$ cat config.mk
export PLATFORM = sky130hd
export DESIGN_NAME = accumulator_control
export DESIGN_NICKNAME = d
export VERILOG_FILES = /design/src/rtl/accumulator_pkg.sv /design/src/rtl/accumulator_decode.sv /design/src/rtl/accumulator_control.sv
export SDC_FILE = /design/constraint.sdc
export NUM_CORES = 1
export LEC_CHECK = 0
export CORE_MARGIN = 8
export CORE_UTILIZATION = 33
export CTS_CLUSTER_DIAMETER = 80
export DETAILED_ROUTE_END_ITERATION = 6
export PLACE_DENSITY = 0.75
export SYNTH_ARGS = -nofsm -noshare
export SYNTH_HDL_FRONTEND = slang
export SYNTH_SLANG_ARGS = --single-unit
$ cat constraint.sdc
create_clock -name CLK -period 1 [get_ports CLK]
set_input_delay 0.1 -clock CLK [delete_from_list [all_inputs] [get_ports CLK]]
set_output_delay 0.1 -clock CLK [all_outputs]
set_load 0.1 [all_outputs]
$ cat src/rtl/accumulator_pkg.sv
// Shared encodings for the accumulator control unit and its datapath.
// Opcodes, FSM states, datapath select codes and the packed control bus.
package accumulator_pkg;

    localparam int OPCODE_W = 4;
    localparam int STATE_W  = 3;

    typedef enum logic [OPCODE_W-1:0] {
        OP_HALT = 4'h0,
        OP_LDI  = 4'h1,
        OP_LD   = 4'h2,
        OP_ST   = 4'h3,
        OP_ADD  = 4'h4,
        OP_SUB  = 4'h5,
        OP_IN   = 4'h6,
        OP_OUT  = 4'h7,
        OP_JMP  = 4'h8,
        OP_BEQZ = 4'h9,
        OP_BLTZ = 4'hA
    } opcode_e;

    typedef enum logic [STATE_W-1:0] {
        S_FETCH  = 3'd0,
        S_DECODE = 3'd1,
        S_EXEC   = 3'd2,
        S_MEM    = 3'd3,
        S_WB     = 3'd4,
        S_HALT   = 3'd5
    } state_e;

    typedef enum logic [1:0] {
        PC_INC  = 2'b00,
        PC_JUMP = 2'b01
    } pc_src_e;

    typedef enum logic [1:0] {
        ACC_ALU = 2'b00,
        ACC_IMM = 2'b01,
        ACC_MEM = 2'b10,
        ACC_IO  = 2'b11
    } acc_src_e;

    typedef enum logic [1:0] {
        ALU_PASS = 2'b00,
        ALU_ADD  = 2'b01,
        ALU_SUB  = 2'b10
    } alu_op_e;

    localparam logic ALU_B_MDR = 1'b0;
    localparam logic ALU_B_IMM = 1'b1;

    typedef struct packed {
        logic       pc_write;
        logic [1:0] pc_src;
        logic       ir_write;
        logic       acc_write;
        logic [1:0] acc_src;
        logic [1:0] alu_op;
        logic       alu_b_src;
        logic       mem_write;
        logic       out_write;
        logic       halted;
    } ctrl_t;

endpackage

$ cat src/rtl/accumulator_decode.sv
// Combinational map (state, opcode, ACC flags) -> control bus and next state.
// Latency: zero, pure combinational.
// Backpressure: none; the datapath consumes every strobe on the next edge.
module accumulator_decode
    import accumulator_pkg::*;
(
    input  logic [STATE_W-1:0]  state,
    input  logic [OPCODE_W-1:0] opcode,
    input  logic                acc_zero,
    input  logic                acc_neg,
    output ctrl_t               ctrl,
    output logic [STATE_W-1:0]  next_state
);

    always_comb begin
        ctrl       = '0;
        next_state = S_FETCH;
        case (state)
            S_FETCH: begin
                ctrl.ir_write = 1'b1;
                ctrl.pc_write = 1'b1;
                ctrl.pc_src   = PC_INC;
                next_state    = S_DECODE;
            end
            S_DECODE: begin
                // MDR loads mem[IR[11:0]] in the datapath during this cycle.
                case (opcode)
                    OP_LD, OP_ST: next_state = S_MEM;
                    OP_HALT:      next_state = S_HALT;
                    OP_LDI, OP_ADD, OP_SUB, OP_IN, OP_OUT,
                    OP_JMP, OP_BEQZ, OP_BLTZ: next_state = S_EXEC;
                    default:      next_state = S_FETCH;
                endcase
            end
            S_EXEC: begin
                case (opcode)
                    OP_LDI: begin
                        ctrl.acc_write = 1'b1;
                        ctrl.acc_src   = ACC_IMM;
                    end
                    OP_IN: begin
                        ctrl.acc_write = 1'b1;
                        ctrl.acc_src   = ACC_IO;
                    end
                    OP_OUT: ctrl.out_write = 1'b1;
                    OP_ADD, OP_SUB: begin
                        ctrl.alu_b_src = ALU_B_MDR;
                        ctrl.alu_op    = (opcode == OP_ADD) ? ALU_ADD : ALU_SUB;
                        next_state     = S_WB;
                    end
                    OP_JMP: begin
                        ctrl.pc_write = 1'b1;
                        ctrl.pc_src   = PC_JUMP;
                    end
                    OP_BEQZ: begin
                        ctrl.pc_write = acc_zero;
                        ctrl.pc_src   = PC_JUMP;
                    end
                    OP_BLTZ: begin
                        ctrl.pc_write = acc_neg;
                        ctrl.pc_src   = PC_JUMP;
                    end
                    default: ;
                endcase
            end
            S_MEM: begin
                if (opcode == OP_ST) begin
                    ctrl.mem_write = 1'b1;
                end else if (opcode == OP_LD) begin
                    next_state = S_WB;
                end
            end
            S_WB: begin
                case (opcode)
                    OP_LD: begin
                        ctrl.acc_write = 1'b1;
                        ctrl.acc_src   = ACC_MEM;
                    end
                    OP_ADD, OP_SUB: begin
                        ctrl.acc_write = 1'b1;
                        ctrl.acc_src   = ACC_ALU;
                        ctrl.alu_b_src = ALU_B_MDR;
                        ctrl.alu_op    = (opcode == OP_ADD) ? ALU_ADD : ALU_SUB;
                    end
                    default: ;
                endcase
            end
            S_HALT: begin
                ctrl.halted = 1'b1;
                next_state  = S_HALT;
            end
            default: ;
        endcase
    end

endmodule

$ cat src/rtl/accumulator_control.sv
// Multicycle fetch/decode/execute sequencer driving the accumulator datapath.
// Latency: 2-4 cycles per instruction; outputs are Moore-style, unregistered.
// Backpressure: none; reset forces every output low asynchronously.
module accumulator_control
    import accumulator_pkg::*;
#(
    parameter int OPW = OPCODE_W,
    parameter int STW = STATE_W
) (
    input  logic           CLK,
    input  logic           reset,
    input  logic [OPW-1:0] opcode,
    input  logic           acc_zero,
    input  logic           acc_neg,
    output logic           pc_write,
    output logic [1:0]     pc_src,
    output logic           ir_write,
    output logic           acc_write,
    output logic [1:0]     acc_src,
    output logic [1:0]     alu_op,
    output logic           alu_b_src,
    output logic           mem_write,
    output logic           out_write,
    output logic           halted,
    output logic [STW-1:0] state
);

    logic [STW-1:0] state_q;
    logic [STW-1:0] state_d;
    ctrl_t          ctrl;
    ctrl_t          ctrl_gated;

    always_ff @(posedge CLK or posedge reset) begin
        if (reset) begin
            state_q <= S_FETCH;
        end else begin
            state_q <= state_d;
        end
    end

    accumulator_decode u_decode (
        .state      (state_q),
        .opcode     (opcode),
        .acc_zero   (acc_zero),
        .acc_neg    (acc_neg),
        .ctrl       (ctrl),
        .next_state (state_d)
    );

    // FETCH decodes to live strobes, so reset must also mask the bus itself.
    assign ctrl_gated = reset ? '0 : ctrl;

    assign pc_write  = ctrl_gated.pc_write;
    assign pc_src    = ctrl_gated.pc_src;
    assign ir_write  = ctrl_gated.ir_write;
    assign acc_write = ctrl_gated.acc_write;
    assign acc_src   = ctrl_gated.acc_src;
    assign alu_op    = ctrl_gated.alu_op;
    assign alu_b_src = ctrl_gated.alu_b_src;
    assign mem_write = ctrl_gated.mem_write;
    assign out_write = ctrl_gated.out_write;
    assign halted    = ctrl_gated.halted;
    assign state     = reset ? '0 : state_q;

endmodule
==> run summary, run 1 <==
The flow did not finish. It got as far as 4_1_cts and failed there. The tool reported: "[ERROR DPL-0038] Utilization greater than 100%, impossible to legalize". The number of standard-cell rows in the floorplan is 13.

The fraction of synthesized cell area taken by the top area cell type is 0.168. The adder and majority gate portion of the synthesized area is 0. The placed wire-length estimate after detailed placement is 1570 um.

The mapped netlist covers 447 um2. The synthesized design spends more area on one cell type than any other, namely sky130_fd_sc_hd__dfrtp_1. The register bit total from synthesis is 3. The post-CTS repair timing setup buffer count is 4. The gate count of the mapped netlist came out at 61.

The share of cell area taken by muxes after synthesis is 0.0476. The post-synthesis average cell area came out at 7.32 um2. The die height is 52.8 um. The fraction of the yosys area taken by sequential cells came out at 0.168.

Counting flops with an async set or reset pin after synthesis yields a share of 1.00. The fraction of the mapped netlist area in simple logic gates came out at 0.434. The number of synthesized flops with an enable pin came out at 0.

Buffers placed on the I/O ports in this run total 21. The post-synthesis compound-gate area fraction was 0.179. The commonest cells after synthesis are sky130_fd_sc_hd__nor2b_1 (7), sky130_fd_sc_hd__nor3_1 (7), sky130_fd_sc_hd__buf_2 (4), sky130_fd_sc_hd__nor2_1 (4). For this run, the leading register cell type out of synthesis is sky130_fd_sc_hd__dfrtp_1. The clock sink count came out at 3. The number of gates resized after CTS was 40. During synthesis, Yosys emitted a total of 0 warnings. The die extent in x came out at 52.8 um. The share of the synthesized netlist area taken by xor and xnor gates came out at 0. The initial utilization of the core area, before any placement, comes to 0.348. The number of hold buffers added after cts is 0. By area, the combinational part of the netlist is dominated by simple AND/OR/NAND/NOR gates. The H-tree depth came out at 1. The final weighted congestion of routability-driven global placement came out at 0.847. Yosys mapped the design onto 32 distinct sky130hd cell types.

The cell sitting at the root of the clock tree is a sky130_fd_sc_hd__clkbuf_4. The boundary pin count is 24. The longest clock path from root to sink contains 2 buffers. The total CTS buffers came out at 3.

In the post-synthesis netlist, the biggest area contributors are sky130_fd_sc_hd__dfrtp_1 (17%), sky130_fd_sc_hd__nor2b_1 (9.8%), sky130_fd_sc_hd__nor3_1 (7.8%).
## kinds of logic after synthesis
family                 after synthesis
flip-flops                           3
AND/OR/NAND/NOR                     33
buffers and inverters               12
other                                1
multiplexers                         2
AO/OA/AOI/OAI                       10
## per-stage QoR
stage,setup slack [ps],instance area (um2),utilization,TNS [ps],cells
detailed placement,-663,1080,0.840,-8270,117
global placement,-626,1080,0.840,-7620,117
floorplan,-1260,572,-,-9850,62
==> run 2, diff against run 1 <==
--- a/config.mk
+++ b/config.mk
@@ -5,11 +5,10 @@
 export SDC_FILE = /design/constraint.sdc
 export NUM_CORES = 1
 export LEC_CHECK = 0
-export CORE_MARGIN = 8
-export CORE_UTILIZATION = 33
-export CTS_CLUSTER_DIAMETER = 80
+export CORE_AREA = 8 8 69 71
 export DETAILED_ROUTE_END_ITERATION = 6
-export PLACE_DENSITY = 0.75
+export DIE_AREA = 0 0 77 79
+export PLACE_DENSITY_LB_ADDON = 0.15
 export SYNTH_ARGS = -nofsm -noshare
 export SYNTH_HDL_FRONTEND = slang
 export SYNTH_SLANG_ARGS = --single-unit
==> constraint.sdc (replaced) <==
create_clock -name CLK -period 1.3 [get_ports CLK]
set_input_delay 0.13 -clock CLK [delete_from_list [all_inputs] [get_ports CLK]]
set_output_delay 0.13 -clock CLK [all_outputs]
set_load 0.1 [all_outputs]
==> run summary, run 2 <==
The run finished, with violations left. The checks that failed: negative setup slack. Across the whole layout, storage elements account for 77.6 um2. The final worst-path cycle share is 1.27. The worst IR drop on VDD is 0.000666 V. The die covers 6080 um2. The wire length of the first global-routing pass is 3440 um. The pre-CTS setup slack came out at -437 ps (+227 ps).

In this run the clock root is driven by a sky130_fd_sc_hd__clkbuf_8. The commonest non-fill, non-tap cell in the layout is sky130_fd_sc_hd__buf_4. The setup path with the least slack is of type register to output pin. The clock sink count came out at 3 (unchanged). The number of fill cells came out at 406.

The total CTS buffers is 3 (unchanged). The die extent in x is 77 um (+46%). The post-route antenna net violation count came out at 0. The post-route cell area is 1340 um2. The global routing usage on met2 is 0.122.

The first detailed-routing pass took 2 iterations. Setup slack on the critical path of the routed design comes to -347 ps. The diode insertion count for antenna repair came out at 0. The global-route total usage across every layer came out at 0.0715. The number of distinct standard cells referenced by the synthesized netlist came out at 32 (unchanged). The average via count per standard cell came out at 3.97. The number of hold-slack violations in the final timing report was 0. In the global route stage, met1 resource usage came out at 0.0756.

The fraction of the yosys area taken by sequential cells is 0.168 (unchanged). The number of hold buffers added after cts is 0 (unchanged). The count of non-filler cells in the finished layout is 160. The placeable core region came out at 3800 um2.

Clock skew on the completed layout was measured at 1.85 ps. The number of global-route vias before repair came out at 715. The boundary pin count is 24 (unchanged). The per-cell routed wire length is 12.3 um. The element type at the critical path start is a register. Setup repair after global routing could not meet its margin everywhere. The H-tree depth is 1 (unchanged). The cell area after placement came out at 1130 um2 (+4.7%). The number of remaining DRC errors came out at 0.

The total grt overflow came out at 0. The global routing usage on met3 came out at 0.0192. The setup slack of the most critical reg-to-reg path is 50 ps. TritonCTS built the clock tree. The adder and majority gate portion of the synthesized area is 0 (unchanged). The area of the multi-input gates is 522 um2. The power density over the cells is 1570 nW/um2. The flip-flop count of the largest register after layout is 3.

The worst hold-check path type is input pin to async pin. The number of placed instances, taps included came to 153 (+31%). The critical path startpoint is state_q[0]$_DFF_PP0_. Summing over every cut layer, the via total after detailed routing is 635. The total of buffers placed on input and output ports came out at 21 (unchanged). The number of warnings issued by yosys came to 0 (unchanged). The post-synthesis average cell area is 7.32 um2 (unchanged). The final number of setup-violating endpoints came out at 12.

The share of the synthesized netlist area taken by xor and xnor gates came to 0 (unchanged). The share of cells above drive strength 1 came out at 0.755. The area growth from synthesis to layout is 199%. The reported leakage power is 0.556 nW. The fraction of synthesized cell area taken by the top area cell type came out at 0.168 (unchanged). The final weighted congestion of routability-driven global placement came out at 0.771 (-8.9%).

The layer flagged by global routing as most heavily used is met2. The largest registers in the layout are state_q: 3 flops. The register with the most flip-flops in the final layout is state_q. The number of synthesized flops with an enable pin came out at 0 (unchanged). The minimum period implied by the final worst setup slack came out at 1650 ps.

The dominant combinational cell family by area after synthesis is simple AND/OR/NAND/NOR gates. The largest total area in the synthesized netlist belongs to sky130_fd_sc_hd__dfrtp_1. The total routed wirelength came out at 1970 um.

Of all nets on the critical path, the largest fanout is 4. The endpoint arrival time on the critical path is 1520 ps. The net total in the final layout came out at 119. The number of antenna violations at the first check in global routing came to 0. By area the synthesized netlist is led by sky130_fd_sc_hd__dfrtp_1 (17%), sky130_fd_sc_hd__nor2b_1 (9.8%), sky130_fd_sc_hd__nor3_1 (7.8%). The startpoint of the lowest-slack register-to-register path is state_q[0]$_DFF_PP0_. The number of standard-cell rows in the floorplan came out at 23 (+10).

The fraction of the mapped netlist area in simple logic gates is 0.434 (unchanged). The starting utilization of the core area was 0.118 (-0.230). The number of maximum-capacitance constraint violations is 0.

The gate count of the mapped netlist came out at 61 (unchanged). The placed wire-length estimate after detailed placement is 1570 um (about the same). The cell area after synthesis came out at 447 um2 (unchanged). By count the netlist is led by sky130_fd_sc_hd__nor2b_1 (7), sky130_fd_sc_hd__nor3_1 (7), sky130_fd_sc_hd__buf_2 (4), sky130_fd_sc_hd__nor2_1 (4).

The die height is 79 um (+50%). The clock transition at the register clock pins on the worst setup and hold paths after CTS came out at 30 ps. The clock latency of the later-clocked register in the worst-skew pair came out at 220 ps. The final number of max-transition violations is 0.

The required time at the endpoint of the critical path came out at 1170 ps. The worst setup path is captured at an output pin. The top cell types in the final layout, fill and taps aside, are sky130_fd_sc_hd__buf_4 (23), sky130_fd_sc_hd__buf_12 (14), sky130_fd_sc_hd__buf_6 (8). The initial DRC count is 5. The share of cell area taken by muxes after synthesis came out at 0.0476 (unchanged). The share of flip-flops with an asynchronous set or reset is 1.00 (unchanged).

Entering global routing, the biggest net connects 7 pins. Hold is met by 8.05 ps. The post-synthesis compound-gate area fraction is 0.179 (unchanged).

For this run, the leading register cell type out of synthesis is sky130_fd_sc_hd__dfrtp_1. The maximum clock path buffer count is 2 (unchanged). The register bit total from synthesis came out at 3 (unchanged). The highest clock rate is 607 MHz.
==> run 2: cell counts after synthesis <==
No cell type changed its count.
==> run 2: logic make-up after synthesis <==
| kind of cell | after synthesis |
|---|---|
| simple gates | 33 |
| other cells | 1 |
| mux | 2 |
| buf+inv | 12 |
| flops | 3 |
| compound gates | 10 |
==> run 2: final cells by class <==
| class | count | area share |
|---|---|---|
| Timing Repair Buffer | 52 | 0.460 |
| Multi-Input combinational cell | 47 | 0.390 |
| Sequential cell | 3 | 0.0581 |
| Tap cell | 50 | 0.0468 |
| Clock buffer | 4 | 0.0337 |
| Inverter | 4 | 0.0112 |
==> run 2: path summary, 6_finish.rpt <==
path	endpoint	depth (start not counted)
worst min register to register	state_q[0]$_DFF_PP0_	2
worst max-delay path	out_write	4
max in group asynchronous	state_q[1]$_DFF_PP0_	3
min in group CLK	state_q[2]$_DFF_PP0_	4
worst max register to register	state_q[2]$_DFF_PP0_	5
worst min-delay path	state_q[2]$_DFF_PP0_	3
==> run 2: report_power, final <==
group          switching (W)  internal, W  total (W)
Sequential         0.0000550     0.000136   0.000191
Clock              0.0000652     0.000209   0.000275
Combinational       0.000887     0.000743    0.00163
Total                0.00101      0.00109    0.00210
==> run 2: repair_timing <==
action	4_1_cts	5_1_grt
setup endpoints to repair	15	16
gates resized for setup	23	15
pin swaps	11	10
setup buffers	2	1
==> run 2: through the flow <==
step | setup TNS [ps] | util | power (W)
6_report | -3280 | 0.352 | 0.00210
5_1_grt | -4010 | 0.352 | 0.00220
4_1_cts | -3650 | 0.337 | 0.00204
3_5_place_dp | -3780 | 0.298 | 0.00158
3_3_place_gp | -3810 | 0.298 | 0.00158
2_1_floorplan | -6220 | - | 0.00101
==> run 2: critical path, cell delays in order, from the launching register on <==
cell and delay [ps]:
sky130_fd_sc_hd__dfrtp_1 380, sky130_fd_sc_hd__or3_4 430, sky130_fd_sc_hd__buf_6 140, sky130_fd_sc_hd__nor3_4 140, sky130_fd_sc_hd__buf_12 200
==> run 2: layer usage <==
| metal | routed length (um) | share of wire | vias to the layer above |
|---|---|---|---|
| met4 | 37 | 0.019 | 0 |
| li1 | - | - | 315 |
| met5 | 0 | 0 | - |
| met1 | 806 | 0.41 | 299 |
| met2 | 1040 | 0.53 | 17 |
| met3 | 86 | 0.044 | 4 |
(Power assumes the default switching activity.)
